### config.mk
export PLATFORM = sky130hd
export DESIGN_NAME = mem_transmitter
export DESIGN_NICKNAME = d
export VERILOG_FILES = /design/src/rtl/mem_transmitter.sv
export SDC_FILE = /design/constraint.sdc
export NUM_CORES = 1
export LEC_CHECK = 0
export CAP_MARGIN = 15
export CORE_MARGIN = 5
export CORE_UTILIZATION = 53
export DETAILED_ROUTE_END_ITERATION = 7
export GPL_TIMING_DRIVEN = 0
export HOLD_SLACK_MARGIN = 0.05
export PLACE_DENSITY = 0.78
export SLEW_MARGIN = 0
export SYNTH_ARGS = -nofsm -noshare
export SYNTH_HDL_FRONTEND = slang
export SYNTH_SLANG_ARGS = --single-unit
### constraint.sdc
create_clock -name clk -period 3.2 [get_ports clk]
set_input_delay 0.32 -clock clk [delete_from_list [all_inputs] [get_ports clk]]
set_output_delay 0.32 -clock clk [all_outputs]
set_load 0.1 [all_outputs]
### src/rtl/mem_transmitter.sv
// MEM-stage store path: formats sb/sh/sw into byte lanes and strobes, flags bad
// stores, and queues legal ones in an in-order buffer drained to data memory.
module mem_transmitter #(
    parameter int DEPTH = 4,
    parameter int PTR_W = 2
) (
    input  logic        clk,
    input  logic        rst_n,
    input  logic        st_valid,
    input  logic [31:0] st_addr,
    input  logic [31:0] st_data,
    input  logic [2:0]  st_func3,
    output logic        st_ready,
    output logic        st_fault,
    output logic [31:0] st_fault_addr,
    input  logic        ld_check_valid,
    input  logic [31:0] ld_check_addr,
    output logic        ld_hazard,
    output logic        mem_wvalid,
    output logic [31:0] mem_waddr,
    output logic [31:0] mem_wdata,
    output logic [3:0]  mem_wstrb,
    input  logic        mem_wready,
    output logic        buf_empty
);

    localparam logic [PTR_W:0] FULL_COUNT = (PTR_W+1)'(DEPTH);

    logic [PTR_W-1:0] wr_ptr_reg, rd_ptr_reg;
    logic [PTR_W:0]   count_reg, count_next;
    logic             st_fault_reg;
    logic [31:0]      st_fault_addr_reg;

    logic [29:0] waddr_mem [DEPTH];
    logic [31:0] wdata_mem [DEPTH];
    logic [3:0]  wstrb_mem [DEPTH];

    logic        legal;
    logic [31:0] fmt_data;
    logic [3:0]  fmt_strb;
    logic        accept, push, pop;
    logic [DEPTH-1:0] hit;
    logic        unused_ld_bits;

    // Lane replication and strobe generation for the incoming request
    always_comb begin
        legal    = 1'b0;
        fmt_data = st_data;
        fmt_strb = 4'b0000;
        case (st_func3)
            3'b000: begin
                legal    = 1'b1;
                fmt_data = {4{st_data[7:0]}};
                fmt_strb = 4'b0001 << st_addr[1:0];
            end
            3'b001: begin
                legal    = ~st_addr[0];
                fmt_data = {2{st_data[15:0]}};
                fmt_strb = st_addr[1] ? 4'b1100 : 4'b0011;
            end
            3'b010: begin
                legal    = (st_addr[1:0] == 2'b00);
                fmt_data = st_data;
                fmt_strb = 4'b1111;
            end
            default: begin
                legal    = 1'b0;
                fmt_data = st_data;
                fmt_strb = 4'b0000;
            end
        endcase
    end

    assign st_ready   = (count_reg != FULL_COUNT);
    assign accept     = st_valid && st_ready;
    assign push       = accept && legal;
    assign mem_wvalid = (count_reg != '0);
    assign pop        = mem_wvalid && mem_wready;
    assign buf_empty  = (count_reg == '0);

    always_comb begin
        count_next = count_reg;
        case ({push, pop})
            2'b10:   count_next = count_reg + 1'b1;
            2'b01:   count_next = count_reg - 1'b1;
            default: count_next = count_reg;
        endcase
    end

    always_ff @(posedge clk or negedge rst_n) begin
        if (!rst_n) begin
            wr_ptr_reg        <= '0;
            rd_ptr_reg        <= '0;
            count_reg         <= '0;
            st_fault_reg      <= 1'b0;
            st_fault_addr_reg <= '0;
        end else begin
            count_reg    <= count_next;
            st_fault_reg <= accept && !legal;
            if (push)
                wr_ptr_reg <= wr_ptr_reg + 1'b1;
            if (pop)
                rd_ptr_reg <= rd_ptr_reg + 1'b1;
            if (accept && !legal)
                st_fault_addr_reg <= st_addr;
        end
    end

    genvar gi;
    generate
        for (gi = 0; gi < DEPTH; gi++) begin : g_entry
            logic [PTR_W-1:0] offset;
            logic             occupied;

            always_ff @(posedge clk or negedge rst_n) begin
                if (!rst_n) begin
                    waddr_mem[gi] <= '0;
                    wdata_mem[gi] <= '0;
                    wstrb_mem[gi] <= '0;
                end else if (push && (wr_ptr_reg == PTR_W'(gi))) begin
                    waddr_mem[gi] <= st_addr[31:2];
                    wdata_mem[gi] <= fmt_data;
                    wstrb_mem[gi] <= fmt_strb;
                end
            end

            // Entry is live when its distance from the head is below the fill level
            assign offset   = PTR_W'(gi) - rd_ptr_reg;
            assign occupied = ({1'b0, offset} < count_reg);
            assign hit[gi]  = occupied && (waddr_mem[gi] == ld_check_addr[31:2]);
        end
    endgenerate

    assign ld_hazard      = ld_check_valid && (|hit);
    assign unused_ld_bits = ^ld_check_addr[1:0];

    assign mem_waddr     = {waddr_mem[rd_ptr_reg], 2'b00};
    assign mem_wdata     = wdata_mem[rd_ptr_reg];
    assign mem_wstrb     = wstrb_mem[rd_ptr_reg];
    assign st_fault      = st_fault_reg;
    assign st_fault_addr = st_fault_addr_reg;

endmodule

* Yosys cells after proc, flatten, opt, wreduce, memory -nomap -nowiden *
Index checks and enable logic that the tools add are counted.

cells by class
  add/subtract/negate cells = 8
  multipliers = 0
  divide/modulo/power cells = 0
  magnitude comparators = 5
  equal/unequal tests = 12
  shift-type cells = 1
  muxes and demuxes = 14
  bitwise operators = 2
  reduce and logical (&&, ||, !) cells = 21

operators by type and width
  kind                 number
  $eq 30x30->1         4
  $bmux 32 s2          1
  $mux 32              2
  $pmux 32 s2          1
  $bmux 30 s2          1
  $mux 30              2
  $logic_and 1x1->1    13
  $lt 2x3->1           4
  $mux 4               3
  $pmux 4 s3           1
  $bmux 4 s2           1
  $eq 2x2->1 const B   3
  $logic_not 3->1      2
  $pmux 3 s2           1
  $add 2x1->2 const B  2
  $eq 2x1->1 const B   2
  $logic_not 2->1      2
  $reduce_or 4->1      1
  $shl 1x2->4 const A  1
  $sub 1x2->2 const A  2
  $sub 2x2->2 const A  2
  $add 3x1->3 const B  1
  $eq 3x1->1 const B   1
  $eq 3x2->1 const B   1
  other kinds (9)      9

storage, ports and cells
  bits in registers = 304
  latch bits = 0
  RAM bits = 0
  ROM bits = 0
  input port bits = 104
  output and inout bits = 105
  word-level logic and storage cells = 80
  memories kept = 0

* Longest topological paths before layout *
  depth in word-level cells = 5
  depth in mapped cells = 11
  mapped depth without buffers = 10

* Least setup slack after synthesis *
No wires, ideal clock.

  path kind = register -> register
  from = register count_reg[1]
  to = register count_reg[1]
  library setup time = 0.083 ns
  data arrival time = 3.365 ns
  required time = 3.117 ns
  setup slack = -0.248 ns
  stages on the path, launching flop included = 9
  buffers on the path = 0
  clock period less this slack = 3.448 ns
  path through = dfrtp_1 -> inv_1 -> nand3_1 -> inv_1 -> nor2b_1 -> ha_1 -> inv_1 -> fa_1 -> o21ai_0

on the way
  elaborated cells between the ends (all ways) = 11
  those cells by class = 2 x add/sub; 3 x eq/ne; 1 x mux; 5 x reduce/logical

RTL lines
  what                                             RTL line  RTL
  start: declaration                               30        logic [PTR_W:0] count_reg, count_next;
  start signal: assignment                         98        count_reg <= count_next;
  $reduce_bool 3->1 *                              77        assign mem_wvalid = (count_reg != '0);
  via mem_wvalid                                   19        output logic mem_wvalid,
  $logic_and 1x1->1 *                              78        assign pop = mem_wvalid && mem_wready;
  via pop                                          41        logic accept, push, pop;
  $eq 2x1->1 or $eq 2x2->1 (tied branches)         83        case ({push, pop})
  $pmux 3 s2 or $reduce_bool 2->1 (tied branches)  n/a

Mark *: on every way through the listed nets, which the timed path passes. The rest lies on a longest branch.
A chain may end at the register's enable or synchronous reset.

* Worst setup path in the final report *
  from = register rd_ptr_reg[0]
  to = output port ld_hazard

on the way
  word-level cells in the longest chain between the ends = 5
  elaborated cells between the ends (all ways) = 14
  those cells by class = 4 x add/sub; 4 x order compare; 6 x reduce/logical

ends and longest elaborated chain
  what                                        RTL line  RTL
  start: declaration                          29        logic [PTR_W-1:0] wr_ptr_reg, rd_ptr_reg;
  start signal: assignment                    103       rd_ptr_reg <= rd_ptr_reg + 1'b1;
  $sub 1x2->2 or $sub 2x2->2 (tied branches)  128       assign offset = PTR_W'(gi) - rd_ptr_reg;
  $lt 2x3->1                                  129       assign occupied = ({1'b0, offset} < count_reg);
  $logic_and 1x1->1                           130       assign hit[gi] = occupied && (waddr_mem[gi] == ld_check_addr[31:2]);
  $reduce_or 4->1 *                           134       assign ld_hazard = ld_check_valid && (|hit);
  $logic_and 1x1->1 *                         134
  end: declaration                            18        output logic ld_hazard,

Every way passes the cells marked *; elsewhere a longest branch is shown, timed or not.

==> results.cfg <==
[synthesis]
ys.flop_type = dfrtp_1
synth_seq_area_share_pct = 51.0
ys_warn_count = 0
synthDominantCellAreaShare_pct = 51.0
synthesis.area_um2 = 14900
avgSynthCellArea_um2 = 13.4
synth_edf_count = 0
synth_top_family_by_area = multiplexers
synth.distinct_cells = 39
synthTopCellsByArea = dfrtp_1 51%, mux4_2 10%, mux2_1 6.9%
synth-seq-cells = 304
yosysTopAreaCell = dfrtp_1
synthArstFlopShare_pct = 100
synth-simple-area-share_pct = 5.53
postSynthCellCount = 1113
synthAdderAreaFrac_pct = 0.890
synth-xor-area-share_pct = 7.46
synth_compound_area_share_pct = 4.57
synthMuxAreaShare_pct = 26.8

[sta]
setup_viol = 0
rsz0062_at_grt = true
worst_pin_slew_ns = 1.02
relSlewSlack_pct = 31.7
hold_violations = 0
period_share_pct = 97.9
min_period_ns = 3.13
fin_worst_skew_ns = 0.0156
slew_viol_final = 0
fmaxAchievable_mhz = 319

[drt]
wire_per_inst_um = 24.0
drc = 0
num_vias = 10500
avgViaCountPerCell = 5.96
ant_nets = 0
wl_um = 42200
drtPass1Iterations = 5
drt-initial-drc-count = 994

[layout]
area_growth_pct = 25.7
final_core_util_pct = 67.5
largest_reg_flops = 128
layout.nets = 1469
drive_above_1_share_pct = 25.6
final_common_cell = dfrtp_1
final_cell_mix = 304 x dfrtp_1, 134 x clkdlybuf4s50_1, 116 x nand2_1, 116 x o21ai_0, 113 x xor2_1

[setup_path]
r2r_cells = 11
path_cells = clkbuf_4 -> buf_12 -> buf_12 -> xor2_2 -> ha_1 -> a21oi_1 -> nand4_1 -> a2111oi_2 -> or4_4 -> buf_12
crit_family = buffers and inverters
worstReg2RegEnd = count_reg[2]
cp-start-kind = flop
reg2reg_setup_slack_ns = 0.62
crit_top_cell = buf_12
crit_type = flop to primary output
timing.critical_path.buf_inv = 4
timing.rr.start = count_reg[0]
slowest_stage = dfrtp_1
critical_path.max_fanout = 10
endpoint_kind = primary output
cp.required_ns = 2.88
worst_ep_arrival_time_ns = 2.81
cpPeakStageDelay_ns = 0.37

[grt]
track_usage_pct = 27.2
grt-ovfl-total = 0
antenna_found_initial = 1
grt_pass1_vias = 10900
grt_pass1_wl_um = 65300
grt_max_degree = 116

[cts]
htree_num_levels = 2
clk_pin_slew_ns = 0.06
cts_buffer_depth = 3
cts_sinks = 304
numCtsBuffers = 34
post-cts-setup-buffers = 0
cts_tree = done
root_buffer = clkbuf_16
clk_latency_ns = 0.51

[place]
gp_congestion = 0.914
port_buffers = 202
hpwl_um = 29800

[floorplan]
core_um2 = 27800
die_w_um = 178
die_area_um2 = 31600
rows = 61
die_h_um = 178
start_util_pct = 53.7
io-pin-count = 209

[outcome]
status = complete, no violations

[flow_run]
cap_violations = 0

[min_path]
min-delay-path-class = input port to asynchronous set/reset pin
[logic make-up after synthesis]
family | count (synthesis)
AO/OA/AOI/OAI | 131
AND/OR/NAND/NOR | 176
multiplexers | 282
buffers and inverters | 82
adder cells (fa/ha/maj) | 10
XOR/XNOR | 127
other | 1
flip-flops | 304
[what timing repair did]
item,4_1_cts,5_1_grt
gates resized for setup,194,25
setup endpoints to repair,67,7
hold buffers,1,0
endpoints found under the hold margin,90,0
[worst max-delay path by stage]
stage	start	endpoint	slack [ns]	cells past startpoint
after floorplan	rd_ptr_reg[0]	ld_hazard	0.12	10
after global placement	rst_n	wdata_mem[0]	-11.28	1
after detailed placement	ld_check_addr[26]	ld_hazard	-0.97	7
after CTS	rd_ptr_reg[0]	ld_hazard	-0.13	11
after global routing	rd_ptr_reg[0]	ld_hazard	-0.08	11
final	rd_ptr_reg[0]	ld_hazard	0.07	10
[routing by layer]
layer,share of wire (%),vias up,global-route usage [%]
met5,0,-,0
met4,2.7,0,7.61
met3,7.9,94,5.35
met2,49,480,43.7
met1,41,5430,38.0
li1,-,4458,-
[through the flow]
stage	cells	area (um^2)	hold WS [ns]	setup slack, ns	setup TNS [ns]
2_1_floorplan	1114	14900	0.0244	0.122	0
3_3_place_gp	1694	17400	0.456	-11.28	-3426.12
3_5_place_dp	1696	17500	0.405	-0.969	-4.76
4_1_cts	1755	18700	0.470	-0.130	-0.130
5_1_grt	1756	18700	0.494	-0.0826	-0.0826
6_report	1756	18700	0.401	0.0674	0
[cell usage after synthesis (8+ instances only)]
master and count:
mux4_2 66, ha_1 9, mux2i_1 24, dfrtp_1 304, clkbuf_1 11, inv_1 15, xor2_1 114, nand4_1 8
o21ai_0 116, mux2_1 92, nor4_1 24, a21oi_1 9, xnor2_1 13, nand2_1 116, mux2_2 70, buf_2 26
buf_4 11, mux2_4 30, buf_6 14
[layout make-up]
type | instances | area [um^2]
Fill cell | 1995 | 9040
Sequential cell | 304 | 7610
Multi-Input combinational cell | 728 | 6810
Timing Repair Buffer | 205 | 2130
Clock buffer | 50 | 1010
Buffer | 67 | 534
Tap cell | 378 | 473
Clock inverter | 8 | 115
Inverter | 15 | 60.1
Antenna cell | 1 | 2.50
Power is not shown: default switching activity piles up to over one toggle a cycle in this logic, so the estimate is an artifact.
